**config.mk**
```make
export PLATFORM = sky130hd
export DESIGN_NAME = lock_timer_bank
export DESIGN_NICKNAME = d
export VERILOG_FILES = /design/src/rtl/lock_timer_pkg.sv /design/src/rtl/lock_timer_ch.sv /design/src/rtl/lock_timer_bank.sv
export SDC_FILE = /design/constraint.sdc
export NUM_CORES = 1
export LEC_CHECK = 0
export ABC_CLOCK_PERIOD_IN_PS = 3220
export CAP_MARGIN = 20
export CORE_UTILIZATION = 25
export CTS_BUF_LIST = sky130_fd_sc_hd__clkbuf_4
export DETAILED_ROUTE_END_ITERATION = 16
export PLACE_DENSITY = 0.55
export SKIP_LAST_GASP = 1
export SYNTH_ARGS = -nofsm -noshare
export SYNTH_HDL_FRONTEND = slang
export SYNTH_SLANG_ARGS = --single-unit
export TNS_END_PERCENT = 50
```
**constraint.sdc**
```tcl
create_clock -name clk -period 3.22 [get_ports clk]
set_input_delay 0.644 -clock clk [delete_from_list [all_inputs] [get_ports clk]]
set_output_delay 0.644 -clock clk [all_outputs]
set_load 0.02 [all_outputs]
```
**src/rtl/lock_timer_pkg.sv**
```systemverilog
// Shared types and constants for the lock timer bank.
// The channel state enum is also exported for debug observation.
package lock_timer_pkg;

  typedef enum logic [1:0] {
    IDLE    = 2'd0,
    RUN     = 2'd1,
    PAUSED  = 2'd2,
    EXPIRED = 2'd3
  } t_tmr_state;

  localparam int DEF_CNT_W = 8;

endpackage

```
**src/rtl/lock_timer_ch.sv**
```systemverilog
// One timer channel: state machine plus tick counter, with one-shot or auto-reload expiry.
// Control priority each cycle is clear > start > pause > tick.
module lock_timer_ch
  import lock_timer_pkg::*;
#(
  parameter int CNT_W     = DEF_CNT_W,
  parameter int DEF_LIMIT = 7
) (
  input  logic             clk,
  input  logic             reset,
  input  logic             i_tick,
  input  logic             i_start,
  input  logic             i_clear,
  input  logic             i_pause,
  input  logic             i_autoreload,
  input  logic [CNT_W-1:0] i_load_val,
  output logic             o_expired,
  output logic             o_expired_pulse,
  output logic             o_pulse_nxt,
  output logic             o_busy,
  output logic [CNT_W-1:0] o_count,
  output t_tmr_state       o_state
);

  t_tmr_state       r_state, w_state_nxt;
  logic [CNT_W-1:0] r_cnt, w_cnt_nxt;
  logic [CNT_W-1:0] r_limit, w_limit_nxt;
  logic             r_mode, w_mode_nxt;
  logic             r_expired, w_expired_nxt;
  logic             r_pulse, w_pulse_nxt;
  logic             r_busy, w_busy_nxt;
  logic [CNT_W-1:0] w_inc;

  assign w_inc = r_cnt + CNT_W'(1);

  always_ff @(posedge clk) begin
    if (reset) begin
      r_state   <= IDLE;
      r_cnt     <= '0;
      r_limit   <= '0;
      r_mode    <= 1'b0;
      r_expired <= 1'b0;
      r_pulse   <= 1'b0;
      r_busy    <= 1'b0;
    end else begin
      r_state   <= w_state_nxt;
      r_cnt     <= w_cnt_nxt;
      r_limit   <= w_limit_nxt;
      r_mode    <= w_mode_nxt;
      r_expired <= w_expired_nxt;
      r_pulse   <= w_pulse_nxt;
      r_busy    <= w_busy_nxt;
    end
  end

  always_comb begin
    w_state_nxt   = r_state;
    w_cnt_nxt     = r_cnt;
    w_limit_nxt   = r_limit;
    w_mode_nxt    = r_mode;
    w_expired_nxt = r_expired;
    w_pulse_nxt   = 1'b0;
    if (i_clear) begin
      w_state_nxt   = IDLE;
      w_cnt_nxt     = '0;
      w_expired_nxt = 1'b0;
    end else if (i_start) begin
      w_state_nxt   = RUN;
      w_cnt_nxt     = '0;
      w_expired_nxt = 1'b0;
      w_limit_nxt   = (i_load_val == '0) ? CNT_W'(DEF_LIMIT) : i_load_val;
      w_mode_nxt    = i_autoreload;
    end else begin
      case (r_state)
        RUN: begin
          if (i_pause) begin
            w_state_nxt = PAUSED;
          end else if (i_tick) begin
            // The limit is never 0 while running, so w_inc cannot overshoot it.
            if (w_inc != r_limit) begin
              w_cnt_nxt = w_inc;
            end else if (r_mode) begin
              w_cnt_nxt   = '0;
              w_pulse_nxt = 1'b1;
            end else begin
              w_state_nxt   = EXPIRED;
              w_cnt_nxt     = r_limit;
              w_expired_nxt = 1'b1;
              w_pulse_nxt   = 1'b1;
            end
          end
        end
        PAUSED: begin
          if (!i_pause) w_state_nxt = RUN;
        end
        default: ;
      endcase
    end
    w_busy_nxt = (w_state_nxt == RUN) || (w_state_nxt == PAUSED);
  end

  assign o_expired       = r_expired;
  assign o_expired_pulse = r_pulse;
  assign o_pulse_nxt     = w_pulse_nxt;
  assign o_busy          = r_busy;
  assign o_count         = r_cnt;
  assign o_state         = r_state;

endmodule

```
**src/rtl/lock_timer_bank.sv**
```systemverilog
// Bank of independent programmable timers for the lock controller.
// any_expired is registered from the channels' next-pulse terms so it lines up with expired_pulse.
module lock_timer_bank
  import lock_timer_pkg::*;
#(
  parameter int NUM_CH    = 4,
  parameter int CNT_W     = DEF_CNT_W,
  parameter int DEF_LIMIT = 7
) (
  input  logic                    clk,
  input  logic                    reset,
  input  logic                    tick,
  input  logic [NUM_CH-1:0]       start,
  input  logic [NUM_CH-1:0]       clear,
  input  logic [NUM_CH-1:0]       pause,
  input  logic [NUM_CH-1:0]       autoreload,
  input  logic [NUM_CH*CNT_W-1:0] load_val,
  output logic [NUM_CH-1:0]       expired,
  output logic [NUM_CH-1:0]       expired_pulse,
  output logic [NUM_CH-1:0]       busy,
  output logic                    any_expired,
  output logic [NUM_CH*CNT_W-1:0] count_out,
  output logic [2*NUM_CH-1:0]     dbg_state
);

  logic [NUM_CH-1:0] w_pulse_nxt;
  t_tmr_state        w_state [NUM_CH];
  logic              r_any_expired;

  for (genvar i = 0; i < NUM_CH; i++) begin : g_ch
    lock_timer_ch #(
      .CNT_W     (CNT_W),
      .DEF_LIMIT (DEF_LIMIT)
    ) u_ch (
      .clk             (clk),
      .reset           (reset),
      .i_tick          (tick),
      .i_start         (start[i]),
      .i_clear         (clear[i]),
      .i_pause         (pause[i]),
      .i_autoreload    (autoreload[i]),
      .i_load_val      (load_val[i*CNT_W +: CNT_W]),
      .o_expired       (expired[i]),
      .o_expired_pulse (expired_pulse[i]),
      .o_pulse_nxt     (w_pulse_nxt[i]),
      .o_busy          (busy[i]),
      .o_count         (count_out[i*CNT_W +: CNT_W]),
      .o_state         (w_state[i])
    );
    assign dbg_state[2*i +: 2] = w_state[i];
  end

  always_ff @(posedge clk) begin
    if (reset) r_any_expired <= 1'b0;
    else       r_any_expired <= |w_pulse_nxt;
  end

  assign any_expired = r_any_expired;

endmodule

```
==> metrics.txt, run 1 <==
outcome completed; TritonCTS Sinks 89; routability congestion estimate from global placement between 0.8 and 0.9; Clock Tree Root clkbuf_4; cts-stage hold buffer count 0; dominant cell by count in the synthesized netlist nand2_1; Post-synth top flop dfxtp_1; Starting Density 25.8%; remaining global-route overflow 0; final core utilization 32.5%; Rows 53; Clk pwr share 38.5%; first-pass GRT wire length ~25000 µm; Adder-Cell Fraction of Synth Area under 10%; layout cell share with drive strength beyond 1 5.57%; Crit Path Class reg2reg; Mapped Area 5480 µm²; sequential share of the synthesized area between 30% and 40%; Area Overhead vs Synth 26.2%; antenna cells 0; synth top area cells dfxtp_1 (33%), a21oi_1 (6.9%), nand2_1 (6.4%); Synth Warn # 0; wire per inst about 14 µm; Max-slew headroom a little over two fifths; largest net degree at the start of global routing 29; via count approximately 5.3k; Syn Inst Count ~720; DRC Markers 0; die span in x 150 µm; Core Footprint 21300 µm²; net switching power ~0.65 mW; Synth Area in Simple Gates a little over a quarter; CTS Buf Count 9; GRT Overall Usage 14.1%; vias in the first global route roughly 4.9k; CP startpoint kind flop; Worst EP required 3600 ps; Buffers on Ports between 100 and 150; Min Clock Period, post-route roughly 2700 ps; Hold Violations, Final 0; drt total wl between 15000 and 20000 µm; initial antenna violation count 0; post-CTS setup buffers 0; fin crit share 84.3%; crit end category flop; # IOs 104; unrepaired setup endpoints after global routing no; Clk Latency, worst-skew pair 490 ps; sequential fraction of design power around half; Clock Skew between 10 and 15 ps; Post-synth top cells nand2_1 (93), dfxtp_1 (89), a21oi_1 (76); clk slew on worst S/H paths about 150 ps; TritonCTS clock tree built; post-synthesis mux area share 1.30%; largest family of logic cells by synthesized area simple AND/OR/NAND/NOR gates; Synth Area in XOR/XNOR approximately 6.3%; Int Pwr between 1.5 and 2 mW; Resized Gates After CTS 0; chip height 150 µm; number of synthesized flops with an enable pin 0; area of the multi-input gates around 3300 µm²; HPWL after detailed placement roughly 12000 µm; sequential cell area 1780 µm²; maximum VDD drop 0.265 mV; Max Cap Viol 0; Filler cells approximately 2.3k; Syn Area/Cell 7.59 µm²; worst endpoint data arrival time 3090 ps; Combinational Power Share 13.1%; setup_tns 0 ps; Final ANT Viol Nets 0; CTS H-tree lvls 3; maximum clock rate around 370 MHz; vias per cell slightly below 5; compound-gate portion of the synthesized area ~23%; Power Dens Cells between 300 and 400 nW/µm²; critical path peak fanout 11; fraction of registers with async set/reset 0%; Worst Tran Pin Value just under 900 ps; Sw Ratio between 20% and 30%; syn nets about 800; synth unique cells 63; setup violators final 0; nets ~870; die area 22500 µm²; Synth area leader dfxtp_1; HP Class reg2reg; clock buffer depth 2; Leak 2.40 nW; max-slew violation count 0; Synth Register Bits 89; DR iter-0 viols 238; post-synth top area share between 30% and 40%; DRT Pass-1 Iters 5
[sequential cells by signal, summed over array words and instances (netlist names)]
name / count
g_ch.u_ch.o_expired_pulse: 4
g_ch.u_ch.r_limit: 32
g_ch.u_ch.o_state: 8
any_expired: 1
g_ch.u_ch.r_mode: 4
g_ch.u_ch.o_count: 32
g_ch.u_ch.o_expired: 4
g_ch.u_ch.o_busy: 4
[metrics by stage]
stage	area [µm²]	power [mW]	hold WS [ps]	worst slack (ps)	std cells
final	6920	2.41	491	506	1083
after global routing	6920	2.51	518	175	1083
after CTS	6920	2.44	495	470	1083
after detailed placement	6700	1.51	465	491	1067
after global placement	6700	1.51	455	557	1067
after floorplan	5480	1.37	438	781	722
[path summary, 6_finish.rpt]
kind	end	from	slack (ps)	cells past startpoint
setup / recovery	g_ch[3].u_ch.o_busy	g_ch[3].u_ch.o_count[0]	510	8
hold / removal	g_ch[3].u_ch.r_limit[6]	g_ch[3].u_ch.r_limit[6]	490	2
setup reg to reg	g_ch[3].u_ch.o_busy	g_ch[3].u_ch.o_count[0]	510	8
hold reg to reg	g_ch[3].u_ch.r_limit[6]	g_ch[3].u_ch.r_limit[6]	490	2
[layer usage]
layer / track usage (%) / routed length, µm / part of all wire, %
met1: 19.4 / 7800 / 50
met2: 21.9 / 6700 / 43
met3: 3.63 / 801 / 5.2
met4: 3.33 / 141 / 0.91
met5: 0 / 0 / 0
[placed cells by master, fill, tap and decap left out, types with 7 or more instances in the layout]
cell type,count
o221ai_1,7
nor2b_1,15
nor4_1,10
clkdlybuf4s50_1,102
xor2_1,14
a211oi_1,15
ha_1,12
nor3_1,25
buf_4,16
o21ai_0,36
and3_1,14
a21oi_1,76
dfxtp_1,89
nand2_1,93
clkbuf_4,9
inv_1,35
xnor2_1,23
nor2_1,57
a31oi_1,14
nand3_1,20
or3_1,11
nand2b_1,13
[logic make-up after synthesis]
| group | count (synthesis) |
|---|---|
| AO/OA/AOI/OAI | 197 |
| XOR/XNOR | 38 |
| adder cells (fa/ha/maj) | 12 |
| buffers and inverters | 84 |
| flip-flops | 89 |
| multiplexers | 7 |
| AND/OR/NAND/NOR | 295 |
[worst max-delay path, cell delays in order, from the launching register on]
cell       delay (ps)
dfxtp_1           550
ha_1              330
nand3_1           160
xnor2_1           180
a2111oi_2         350
o211ai_1          430
nor2_1            330
and4_1            230
a311oi_1           50
[layout make-up]
cell class,instances,area share [%]
sequential,89,25.8
clock buffer,9,0.977
timing repair buffer,119,16.6
tap,275,4.97
clock inverter,7,2.15
multi-input combinational,549,47.7
inverter,35,1.90
[power by group through the flow]
stage,registers (mW),clock network [mW],logic (mW)
5_1_grt,1.17,0.988,0.351
3_3_place_gp,1.19,0,0.316
4_1_cts,1.17,0.951,0.317
2_1_floorplan,1.18,0,0.184
3_5_place_dp,1.19,0,0.316
6_report,1.17,0.928,0.315
No activity file was read; power rests on OpenSTA's default activity.
==> inputs of run 2 (changes only) <==
--- a/config.mk
+++ b/config.mk
@@ -5,7 +5,7 @@
 export SDC_FILE = /design/constraint.sdc
 export NUM_CORES = 1
 export LEC_CHECK = 0
-export ABC_CLOCK_PERIOD_IN_PS = 3220
+export ABC_CLOCK_PERIOD_IN_PS = 2600
 export CAP_MARGIN = 20
 export CORE_UTILIZATION = 25
 export CTS_BUF_LIST = sky130_fd_sc_hd__clkbuf_4
==> constraint.sdc (replaced) <==
create_clock -name clk -period 2.6 [get_ports clk]
set_input_delay 0.52 -clock clk [delete_from_list [all_inputs] [get_ports clk]]
set_output_delay 0.52 -clock clk [all_outputs]
set_load 0.02 [all_outputs]
==> metrics.txt, run 2 (synthesized netlist as in run 1, its figures left out) <==
layout cell share with drive strength beyond 1 8.97% (+3.4 points); fin crit share 96.0% (+12 points); Core Footprint 21300 µm² (unchanged); TritonCTS clock tree built; maximum VDD drop 0.187 mV (-30%); area of the multi-input gates 3300 µm² (+0.11%); CTS H-tree lvls 3 (unchanged); die span in x 150 µm (unchanged); Area Overhead vs Synth 28.9%; maximum clock rate 401 MHz (+8.7%); Worst Tran Pin Value 657 ps (-207 ps); hold path startpoint g_ch[0].u_ch.o_expired; DRC Markers 0 (unchanged); slowest stage delay, CP 640 ps (+90 ps); max-slew violation count 0 (unchanged); # IOs 104 (unchanged); Total Power 2.67 mW (+11%); buffers and inverters on the worst path 1 (+1); routability congestion estimate from global placement 0.863 (+3.0%); CTS Buf Count 9 (unchanged); chip height 150 µm (unchanged); Hold Violations, Final 0 (unchanged); Clock Tree Root clkbuf_4; vias in the first global route 4943 (+1.2%); critical path depth 8 (unchanged); GRT Overall Usage 14.3% (+0.14 points); sequential cell area 1780 µm² (about the same); initial antenna violation count 0 (unchanged); worst slack, placed 120 ps (-371 ps); clock buffer depth 2 (unchanged); Worst EP required 2960 ps (-640 ps); antenna cells 0 (unchanged); drt total wl 15700 µm (+1.9%); critical path peak fanout 12 (+1); DR iter-0 viols 283 (+19%); unrepaired setup endpoints after global routing yes; nets 894 (+3.2%); via count 5418 (+2.3%); Clk Latency, worst-skew pair 460 ps (-30 ps); remaining global-route overflow 0 (unchanged); clk slew on worst S/H paths 150 ps (about the same); CP startpoint kind flop; TritonCTS Sinks 89 (unchanged); worst setup margin 104 ps (-403 ps); Leak 2.51 nW (+4.5%); r2r setup slk 100 ps (-400 ps); wire per inst 14.2 µm (-0.71%); cell count of the worst reg-to-reg path 8 (unchanged); Clock Skew 10.2 ps (-3.54 ps); Buffers on Ports 103 (unchanged); outcome completed; Final ANT Viol Nets 0 (unchanged); setup violators final 0 (unchanged); hold depth 2 (unchanged); largest net degree at the start of global routing 23 (-21%); first-pass GRT wire length 25400 µm (+0.90%); most frequent CP cell a21oi_1; Max-slew headroom 55.9% (+14 points); Filler cells 2287 (+0.044%); vias per cell 4.88 (-0.27%); critical path's top delay family simple AND/OR/NAND/NOR gates; leading cell types in the layout, fill and taps excluded clkdlybuf4s50_1 (102), nand2_1 (93), dfxtp_1 (88), a21oi_1 (76), nor2_1 (57); Crit Path Class reg2reg; Rows 53 (unchanged); Power Dens Cells 377 nW/µm² (+8.2%); most common cell after layout, fill and taps aside clkdlybuf4s50_1; FF-to-FF End g_ch[2].u_ch.o_count[0]; die area 22500 µm² (unchanged); FF-to-FF Start g_ch[2].u_ch.o_count[3]; Min Clock Period, post-route 2500 ps (-217 ps); critical path, cell by cell and4_1 -> a21oi_1 -> o211a_1 -> nor4_4 -> buf_4 -> nor2_1 -> a31oi_1 -> a21oi_1; Min-Delay Endpoint g_ch[0].u_ch.o_expired; crit end category flop; HP Class reg2reg; DRT Pass-1 Iters 5 (unchanged); crit path max-delay cell type nor4_4; HPWL after detailed placement 11900 µm (+3.0%); Max Cap Viol 0 (unchanged); Starting Density 25.8% (unchanged); worst endpoint data arrival time 2860 ps (-230 ps)
==> run 2: changes by cell type in the layout (fill, tap and decap cells not counted), sizes merged <==
| cell | previous run | this run |
|---|---|---|
| clkinvlp | 0 | 1 |
| buf | 17 | 45 |
| inv | 38 | 37 |
| clkinv | 0 | 3 |
| bufinv | 4 | 1 |
==> run 2: through the flow <==
| stage | cells | utilization (%) | hold slack [ps] | area [µm²] | setup TNS (ps) |
|---|---|---|---|---|---|
| detailed placement | 1095 | 32.5 | 465 | 6920 | 0 |
| CTS | 1111 | 33.2 | 493 | 7060 | 0 |
| global placement | 1095 | 32.5 | 457 | 6920 | 0 |
| floorplan | 722 | - | 438 | 5480 | 0 |
| finish | 1111 | 33.2 | 494 | 7070 | 0 |
| global route | 1111 | 33.2 | 516 | 7070 | -631 |
==> run 2: per-layer routing <==
metal / up-vias / track usage, % / routed length, µm
met5: - / 0 / 0
met4: 0 / 4.60 / 261
met3: 17 / 3.05 / 801
met2: 130 / 22.2 / 6870
met1: 2497 / 19.4 / 7800
li1: 2774 / - / -
==> run 2: timing repair <==
item | in CTS | in global routing
gates resized for setup | 0 | 3
hold buffers | 0 | 0
setup endpoints to repair | 0 | 17
setup buffers | 0 | 0
==> run 2: layout make-up <==
| type | instances | area share (%) |
|---|---|---|
| multi-input combinational | 549 | 46.7 |
| sequential | 89 | 25.2 |
| timing repair buffer | 147 | 19.4 |
| tap | 275 | 4.87 |
| inverter | 35 | 1.86 |
| clock inverter | 7 | 0.974 |
| clock buffer | 9 | 0.956 |
==> run 2: how the worst max path moves through the flow <==
| stage | from | to | slack [ps] |
|---|---|---|---|
| 2_1_floorplan | g_ch[2].u_ch.o_count[0] | any_expired | 160 |
| 4_1_cts | g_ch[0].u_ch.o_count[0] | g_ch[0].u_ch.o_count[0] | 90 |
| 6_report | g_ch[2].u_ch.o_count[3] | g_ch[2].u_ch.o_count[0] | 100 |
| 3_5_place_dp | g_ch[2].u_ch.o_count[3] | any_expired | 120 |
| 5_1_grt | g_ch[2].u_ch.o_count[3] | g_ch[2].u_ch.o_count[0] | -150 |
| 3_3_place_gp | g_ch[2].u_ch.o_count[3] | any_expired | 130 |
==> run 2: where the power goes <==
| group | total [mW] | switching (mW) | internal, mW | leakage [nW] |
|---|---|---|---|---|
| clock network | 0.813 | 0.519 | 0.294 | 0.0741 |
| registers | 1.45 | 0.0434 | 1.40 | 0.724 |
| logic | 0.407 | 0.207 | 0.200 | 1.71 |
==> run 2: tightest hold or removal path: cells and delay by family (launching register included) <==
kind	cells	cell delay [ps]
simple gates	2	120
flops	1	360
